<file path="src/rtl/ffre_misr.sv">
// Multiple-input signature register that folds a flop-bank output vector into a 32-bit CRC-style signature over a counted capture run.
// Optional macro FFRE_MISR_CMP_EN adds an expected-signature compare with registered pass/fail outputs.
module ffre_misr #(
  parameter int DW = 101,
  parameter int SW = 32,
  parameter int CW = 16
) (
  input  logic          clk,
  input  logic          clr,
  input  logic          start,
  input  logic [CW-1:0] len,
  input  logic [0:DW-1] din,
  input  logic          din_vld,
`ifdef FFRE_MISR_CMP_EN
  input  logic [SW-1:0] exp_sig,
`endif
  output logic          busy,
  output logic          done,
  output logic [SW-1:0] sig,
  output logic [CW-1:0] cnt
`ifdef FFRE_MISR_CMP_EN
  ,
  output logic          pass,
  output logic          fail
`endif
);

  localparam logic [1:0] IDLE = 2'd0;
  localparam logic [1:0] RUN  = 2'd1;
  localparam logic [1:0] DONE = 2'd2;

  localparam logic [SW-1:0] POLY = 32'h04C11DB7;
  localparam logic [SW-1:0] SEED = 32'hFFFFFFFF;
  localparam int NCH = (DW + 31) / 32;
  localparam int PW  = NCH * 32;

  logic [1:0]    state_q, state_d;
  logic [SW-1:0] sig_q, sig_d;
  logic [CW-1:0] cnt_q, cnt_d;
  logic [CW-1:0] len_q, len_d;
  logic [CW-1:0] cnt_inc;
  logic [SW-1:0] sig_step;
  logic [SW-1:0] fold;
  logic [0:PW-1] din_pad;

  // Pad at the high-index end so the last chunk carries zeros beyond DW.
  generate
    if (PW > DW) begin : g_pad
      assign din_pad = {din, {(PW - DW){1'b0}}};
    end else begin : g_nopad
      assign din_pad = din;
    end
  endgenerate

  // Column gi of every chunk lands on fold bit 31-gi (bit-reversed within a chunk).
  generate
    for (genvar gi = 0; gi < 32; gi++) begin : g_fold
      logic [NCH-1:0] col;
      for (genvar gk = 0; gk < NCH; gk++) begin : g_chunk
        assign col[gk] = din_pad[32*gk + gi];
      end
      assign fold[31-gi] = ^col;
    end
  endgenerate

  assign cnt_inc  = cnt_q + 1'b1;
  assign sig_step = {sig_q[SW-2:0], 1'b0} ^ (sig_q[SW-1] ? POLY : '0) ^ fold;

  always_comb begin
    state_d = state_q;
    sig_d   = sig_q;
    cnt_d   = cnt_q;
    len_d   = len_q;
    case (state_q)
      IDLE, DONE: begin
        if (start) begin
          sig_d   = SEED;
          cnt_d   = '0;
          len_d   = len;
          state_d = (len == '0) ? DONE : RUN;
        end
      end
      RUN: begin
        if (din_vld) begin
          sig_d = sig_step;
          cnt_d = cnt_inc;
          if (cnt_inc == len_q) state_d = DONE;
        end
      end
      default: state_d = IDLE;
    endcase
  end

  always_ff @(posedge clk) begin
    if (!clr) begin
      state_q <= IDLE;
      sig_q   <= SEED;
      cnt_q   <= '0;
      len_q   <= '0;
    end else begin
      state_q <= state_d;
      sig_q   <= sig_d;
      cnt_q   <= cnt_d;
      len_q   <= len_d;
    end
  end

  assign busy = (state_q == RUN);
  assign done = (state_q == DONE);
  assign sig  = sig_q;
  assign cnt  = cnt_q;

`ifdef FFRE_MISR_CMP_EN
  logic pass_q, pass_d, fail_q, fail_d;

  // Evaluated on next-state values so the verdict appears together with done.
  always_comb begin
    pass_d = 1'b0;
    fail_d = 1'b0;
    if (state_d == DONE) begin
      pass_d = (sig_d == exp_sig);
      fail_d = !pass_d;
    end
  end

  always_ff @(posedge clk) begin
    if (!clr) begin
      pass_q <= 1'b0;
      fail_q <= 1'b0;
    end else begin
      pass_q <= pass_d;
      fail_q <= fail_d;
    end
  end

  assign pass = pass_q;
  assign fail = fail_q;
`endif

endmodule

</file>
<file path="config.mk">
export PLATFORM = sky130hd
export DESIGN_NAME = ffre_misr
export DESIGN_NICKNAME = d
export VERILOG_FILES = /design/src/rtl/ffre_misr.sv
export SDC_FILE = /design/constraint.sdc
export NUM_CORES = 1
export LEC_CHECK = 0
export ABC_AREA = 1
export BUFFER_PORTS_ARGS = -buffer_cell sky130_fd_sc_hd__buf_4
export CAP_MARGIN = 10
export CORE_ASPECT_RATIO = 1.2
export CORE_MARGIN = 8
export CORE_UTILIZATION = 46
export DETAILED_ROUTE_END_ITERATION = 16
export GPL_ROUTABILITY_DRIVEN = 0
export PLACE_DENSITY = 0.87
export SYNTH_ARGS = -nofsm -noshare
export SYNTH_HDL_FRONTEND = slang
export SYNTH_SLANG_ARGS = --single-unit
</file>
<file path="constraint.sdc">
create_clock -name clk -period 2.3 [get_ports clk]
set_clock_uncertainty 0.15 [all_clocks]
set_input_delay 0.46 -clock clk [delete_from_list [all_inputs] [get_ports clk]]
set_output_delay 0.46 -clock clk [all_outputs]
set_load 0.005 [all_outputs]
</file>
== Yosys cells after proc, flatten, opt, wreduce, memory -nomap -nowiden ==
Cells that the tools add are included.
Operators by class
  add/subtract/negate cells: 1
  $mul: 0
  div/mod/pow operators: 0
  $lt $le $gt $ge: 0
  equal/unequal tests: 6
  shift operators: 0
  multiplexer cells: 12
  bitwise operators: 2
  reduce and logical (&&, ||, !) cells: 39
Operators with widths (number)
  $reduce_xor 4->1: 32
  $mux 32: 2
  $pmux 32 s2: 1
  $mux 16: 2
  $pmux 16 s2: 1
  $xor 32x27->32: 1
  $xor 32x32->32: 1
  $mux 27: 1
  $add 16x1->16 const B: 1
  $eq 16x16->1: 1
  $logic_not 16->1: 1
  $mux 2: 4
  $reduce_and 3->1: 2
  $ne 2x2->1 const B: 2
  $pmux 2 s2: 1
  $eq 2x1->1 const B: 1
  $eq 2x2->1 const B: 1
  $logic_not 2->1: 1
  $ne 2x1->1 const B: 1
  $reduce_and 2->1: 1
  $reduce_bool 2->1: 1
  $reduce_or 2->1: 1
Storage, ports and cells
  register bits: 66
  bits in latches: 0
  bits in writable memories: 0
  bits in read-only memories: 0
  input bits: 121
  output and inout bits: 50
  logic and storage cells: 64
  memories: 0

== Longest topological paths before layout ==
  depth in word-level cells: 5
  depth in mapped cells: 15
  gate-level depth less buffers: 15

== Worst setup path before layout ==
Ideal clock, no wire load.
  path kind: register to register
  start point: register cnt_q[0], in the netlist cnt[0]
  end point: register state_q[1]
  arrival: 1.654 ns
  required time: 2.035 ns
  path slack: 0.381 ns
  stages on the path, launching flop included: 15
  path buffers: 0
  path through: dfxtp_1 ha_1 nand2_1 nor2_2 nand2_1 nand2_1 nand2_1 nand2_1 nand2_1 nor2_1 nand2_1 nor2_1 nand3_2 a21oi_1 nor2_1
On the way
  word-level cells in the longest chain between the ends: 4
Ends and longest elaborated chain
  start, declared: line 39  | logic [CW-1:0] cnt_q, cnt_d;
  start signal, assigned: line 103  | cnt_q <= cnt_d;
  $add 16x1->16: line 66  | assign cnt_inc = cnt_q + 1'b1;
  $eq 16x16->1: line 87  | if (cnt_inc == len_q) state_d = DONE;
  $ne 2x1->1 (no source line)
  $reduce_and 3->1 (no source line)
  end signal, assigned: line 101  | state_q <= state_d;
  end, declared: line 37  | logic [1:0] state_q, state_d;
Every way passes these cells.
A chain may end at the register's enable or synchronous reset.

== Worst setup path in the final report ==
  start point: register cnt_q[1], in the netlist cnt[1]
  end point: register state_q[1]
Same word-level chain as after synthesis.

==> results_tabular.tex <==
\begin{tabular}{lr}
\hline
Metric & Value \\
\hline
\multicolumn{2}{l}{\textbf{Outcome}} \\
Result of the run & finished clean \\
\multicolumn{2}{l}{\textbf{Critical path}} \\
Cell-by-cell trace of the critical path & ha\_1 -> nand2\_1 -> nor2\_4 -> nand2\_1 -> nand2\_1 -> nand2\_1 -> nand2\_1 -> nand2\_1 -> nor2\_1 -> nand2\_1 -> nor2\_1 -> nand3\_2 -> a21oi\_1 -> nor2\_1 \\
Largest driver fanout on the critical path & 6 \\
Crit path DAT & 2.24 ns \\
Critical register-to-register path startpoint & cnt[1] \\
Cell seen most often among critical-path stages & nand2\_1 \\
Data required time at the worst endpoint & 2.39 ns \\
Start-to-end type of the worst setup path & reg2reg \\
Category of the worst setup path launch point & flop \\
Crit path capture type & flop \\
Crit path launch & cnt[1] \\
Family with the most delay on the worst path & simple AND/OR/NAND/NOR gates \\
Worst path buffer plus inverter count & 0 \\
Critical Path Slowest Stage Cell & dfxtp\_1 \\
Delay of the slowest cell on the worst path & 0.39 ns \\
\multicolumn{2}{l}{\textbf{Clock tree}} \\
CTS sink count & 66 \\
Clock root buffer master & clkbuf\_8 \\
Worst-skew pair later-pin latency & 0.34 ns \\
Clock transition time at the flip-flop clock pins of the worst setup and hold paths & 0.07 ns \\
Post-CTS setup repair buffer count & 0 \\
TritonCTS clock tree & yes \\
Number of buffers inserted by hold repair at cts & 0 \\
CTS buffer count & 9 \\
H-tree lvl count & 3 \\
Quantity of gates resized following cts & 0 \\
Deepest clock path buffer count & 2 \\
\multicolumn{2}{l}{\textbf{Timing}} \\
Slew at the pin closest to its max-slew limit & 0.738 ns \\
RSZ-0062 raised after global routing & no \\
Shortest period the worst path allows & 2.15 ns \\
Total count of max-transition violations in the final report & 0 \\
Final worst path period share & 93.6\% \\
Final total negative setup slack & 0 ns \\
Maximum operating frequency & 465 MHz \\
Setup-failing EPs final & 0 \\
Slew headroom & 50.7\% \\
Final Hold Viols & 0 \\
\multicolumn{2}{l}{\textbf{Yosys}} \\
Share of async-settable or async-resettable flops after synthesis & 0\% \\
Cell with the most instances after synthesis & nand2\_1 \\
Count of distinct cell types in the synthesized netlist & 28 \\
Leading register cell type out of synthesis & dfxtp\_1 \\
Yosys Warn Count & 0 \\
Post-synth top area share & 32.1\% \\
Portion of the post-synthesis area used by sequential elements & 32.1\% \\
Biggest area contributors in the synthesized netlist & dfxtp\_1 (32\%), xnor2\_1 (11\%), nand2\_1 (11\%) \\
Top cell type by total area after synthesis & dfxtp\_1 \\
Count of state elements after synthesis & 66 \\
Post-synthesis area per instance & 7.11 um\^{}2 \\
Count of flip-flops with a built-in enable after synthesis & 0 \\
Synth cell count leaders & nand2\_1 (121), dfxtp\_1 (66), o21ai\_0 (60) \\
Cell count after synthesis & 579 \\
Net count of the mapped netlist & 701 \\
Combined area of all synthesized cells & 4120 um\^{}2 \\
\multicolumn{2}{l}{\textbf{Min path}} \\
Startpoint of the most critical hold path & len[10] \\
Hold WC Path Type & in2reg \\
\multicolumn{2}{l}{\textbf{Drt}} \\
Wire length per cell & 15.6 um \\
DRC viols & 0 \\
Number of nets with antenna violations after detailed routing & 0 \\
Length of the first detailed-routing pass in iterations & 4 \\
Total length of routed wires & 13,500 um \\
Iteration-0 DRC count of the detailed router & 210 \\
Total via count in the routed design & 4,519 \\
Vias per cell & 5.20 \\
\multicolumn{2}{l}{\textbf{Floorplanning}} \\
Standard cell core area & 8890 um\^{}2 \\
Row cnt & 38 \\
Horizontal die dimension & 102 um \\
Effective utilization at floorplan & 46.3\% \\
Die Footprint & 12,200 um\^{}2 \\
Boundary Pins & 171 \\
Die boundary height & 120 um \\
\multicolumn{2}{l}{\textbf{Finish}} \\
Fraction of final layout cells with drive strength greater than 1 & 27.9\% \\
Layout Area Growth over Synthesis & 38.7\% \\
Count of filler cells inserted in the layout & 764 \\
Multi-input gate area in the final layout & 2540 um\^{}2 \\
Area occupied by registers & 1320 um\^{}2 \\
Final net count & 866 \\
Number of diodes added for antenna fixing & 0 \\
\multicolumn{2}{l}{\textbf{Placed design}} \\
Count of input and output buffers & 170 \\
Detailed placement HPWL & 10,700 um \\
\multicolumn{2}{l}{\textbf{Global routing}} \\
Number of antenna violations at the first check in global routing & 0 \\
Wire length of the first global-routing pass & 21,500 um \\
Via count of the first global-routing pass & 4,698 \\
Total GRT Usage & 22.0\% \\
Global-route congestion overflow total & 0 \\
Pin count of the biggest net entering global routing & 46 \\
\multicolumn{2}{l}{\textbf{Power and ir drop}} \\
Areal power density over the cells & 568 nW/um\^{}2 \\
Peak supply drop & 290 uV \\
Leakage Power & 0.00256 uW \\
Post-route total power & 3240 uW \\
\multicolumn{2}{l}{\textbf{Run}} \\
Maxcap violations & 0 \\
\hline
\end{tabular}
-- cell type report --
type | count | share of cell area (%)
tap | 120 | 2.63
timing repair buffer | 177 | 23.5
multi-input combinational | 448 | 44.4
clock inverter | 1 | 0.0876
clock buffer | 15 | 3.44
inverter | 42 | 2.76
sequential | 66 | 23.2
-- worst paths after layout --
| check | cells past startpoint | slack (ns) | to |
|---|---|---|---|
| max | 14 | 0.15 | state_q[1] |
| min | 3 | 0.21 | len_q[10] |
| max reg2reg | 14 | 0.15 | state_q[1] |
| min reg2reg | 2 | 0.33 | len_q[12] |
-- metrics by stage --
stage,setup WS [ns],hold WS (ns),cell area (um^2),instances,utilization [%]
final,0.148,0.214,5710,869,64.2
after global placement,0.238,0.306,5500,853,61.9
after detailed placement,0.0749,0.316,5500,853,61.9
after CTS,0.0454,0.201,5700,869,64.1
after global routing,0.0166,0.214,5710,869,64.2
after floorplan,0.381,0.294,4120,579,-
-- registers in the layout (all words and copies together), names as in the netlist --
signal and flops:
sig 32, cnt 16, len_q 16, state_q 2
-- placed cells by master, fill, tap and decap left out, drive strengths merged --
| cell type | n |
|---|---|
| a21oi | 50 |
| xor2 | 44 |
| o21ai | 61 |
| ha | 1 |
| nand3 | 40 |
| o211ai | 14 |
| nor3 | 1 |
| nor4 | 4 |
| clkinv | 1 |
| xnor2 | 52 |
| nand4 | 5 |
| nand3b | 5 |
| buf | 177 |
| dfxtp | 66 |
| nand2 | 123 |
| and2 | 1 |
| xor3 | 1 |
| clkbuf | 15 |
| inv | 42 |
| nor2 | 46 |
-- worst min-delay path: cells and delay by family --
| family | cells | cell delay, ns |
|---|---|---|
| buffers and inverters | 1 | 0.08 |
| AND/OR/NAND/NOR | 2 | 0.12 |
-- routing by layer --
| layer | share of wire, % | vias up | track usage (%) |
|---|---|---|---|
| met3 | 11 | 30 | 8.23 |
| met5 | 0 | - | 0 |
| met1 | 36 | 2062 | 23.4 |
| met4 | 2.6 | 0 | 8.00 |
| li1 | - | 2219 | - |
| met2 | 50 | 208 | 38.4 |
-- cells by family (layout without fill, tap and decap cells) --
family | count (synthesis) | after routing | synth area share (%)
compound gates | 125 | 125 | 16.0
simple gates | 225 | 225 | 24.1
buf+inv | 65 | 235 | 6.44
xor+xnor | 97 | 97 | 21.0
flops | 66 | 66 | 32.1
fa+ha+maj | 1 | 1 | 0.304
-- power breakdown --
group | total [uW] | internal (uW) | switching (uW) | leakage [uW]
clock network | 981 | 539 | 442 | 0.000106
registers | 1320 | 1240 | 88.5 | 0.000544
logic | 936 | 476 | 460 | 0.00191
total | 3240 | 2250 | 990 | 0.00256
(Power assumes the default switching activity.)
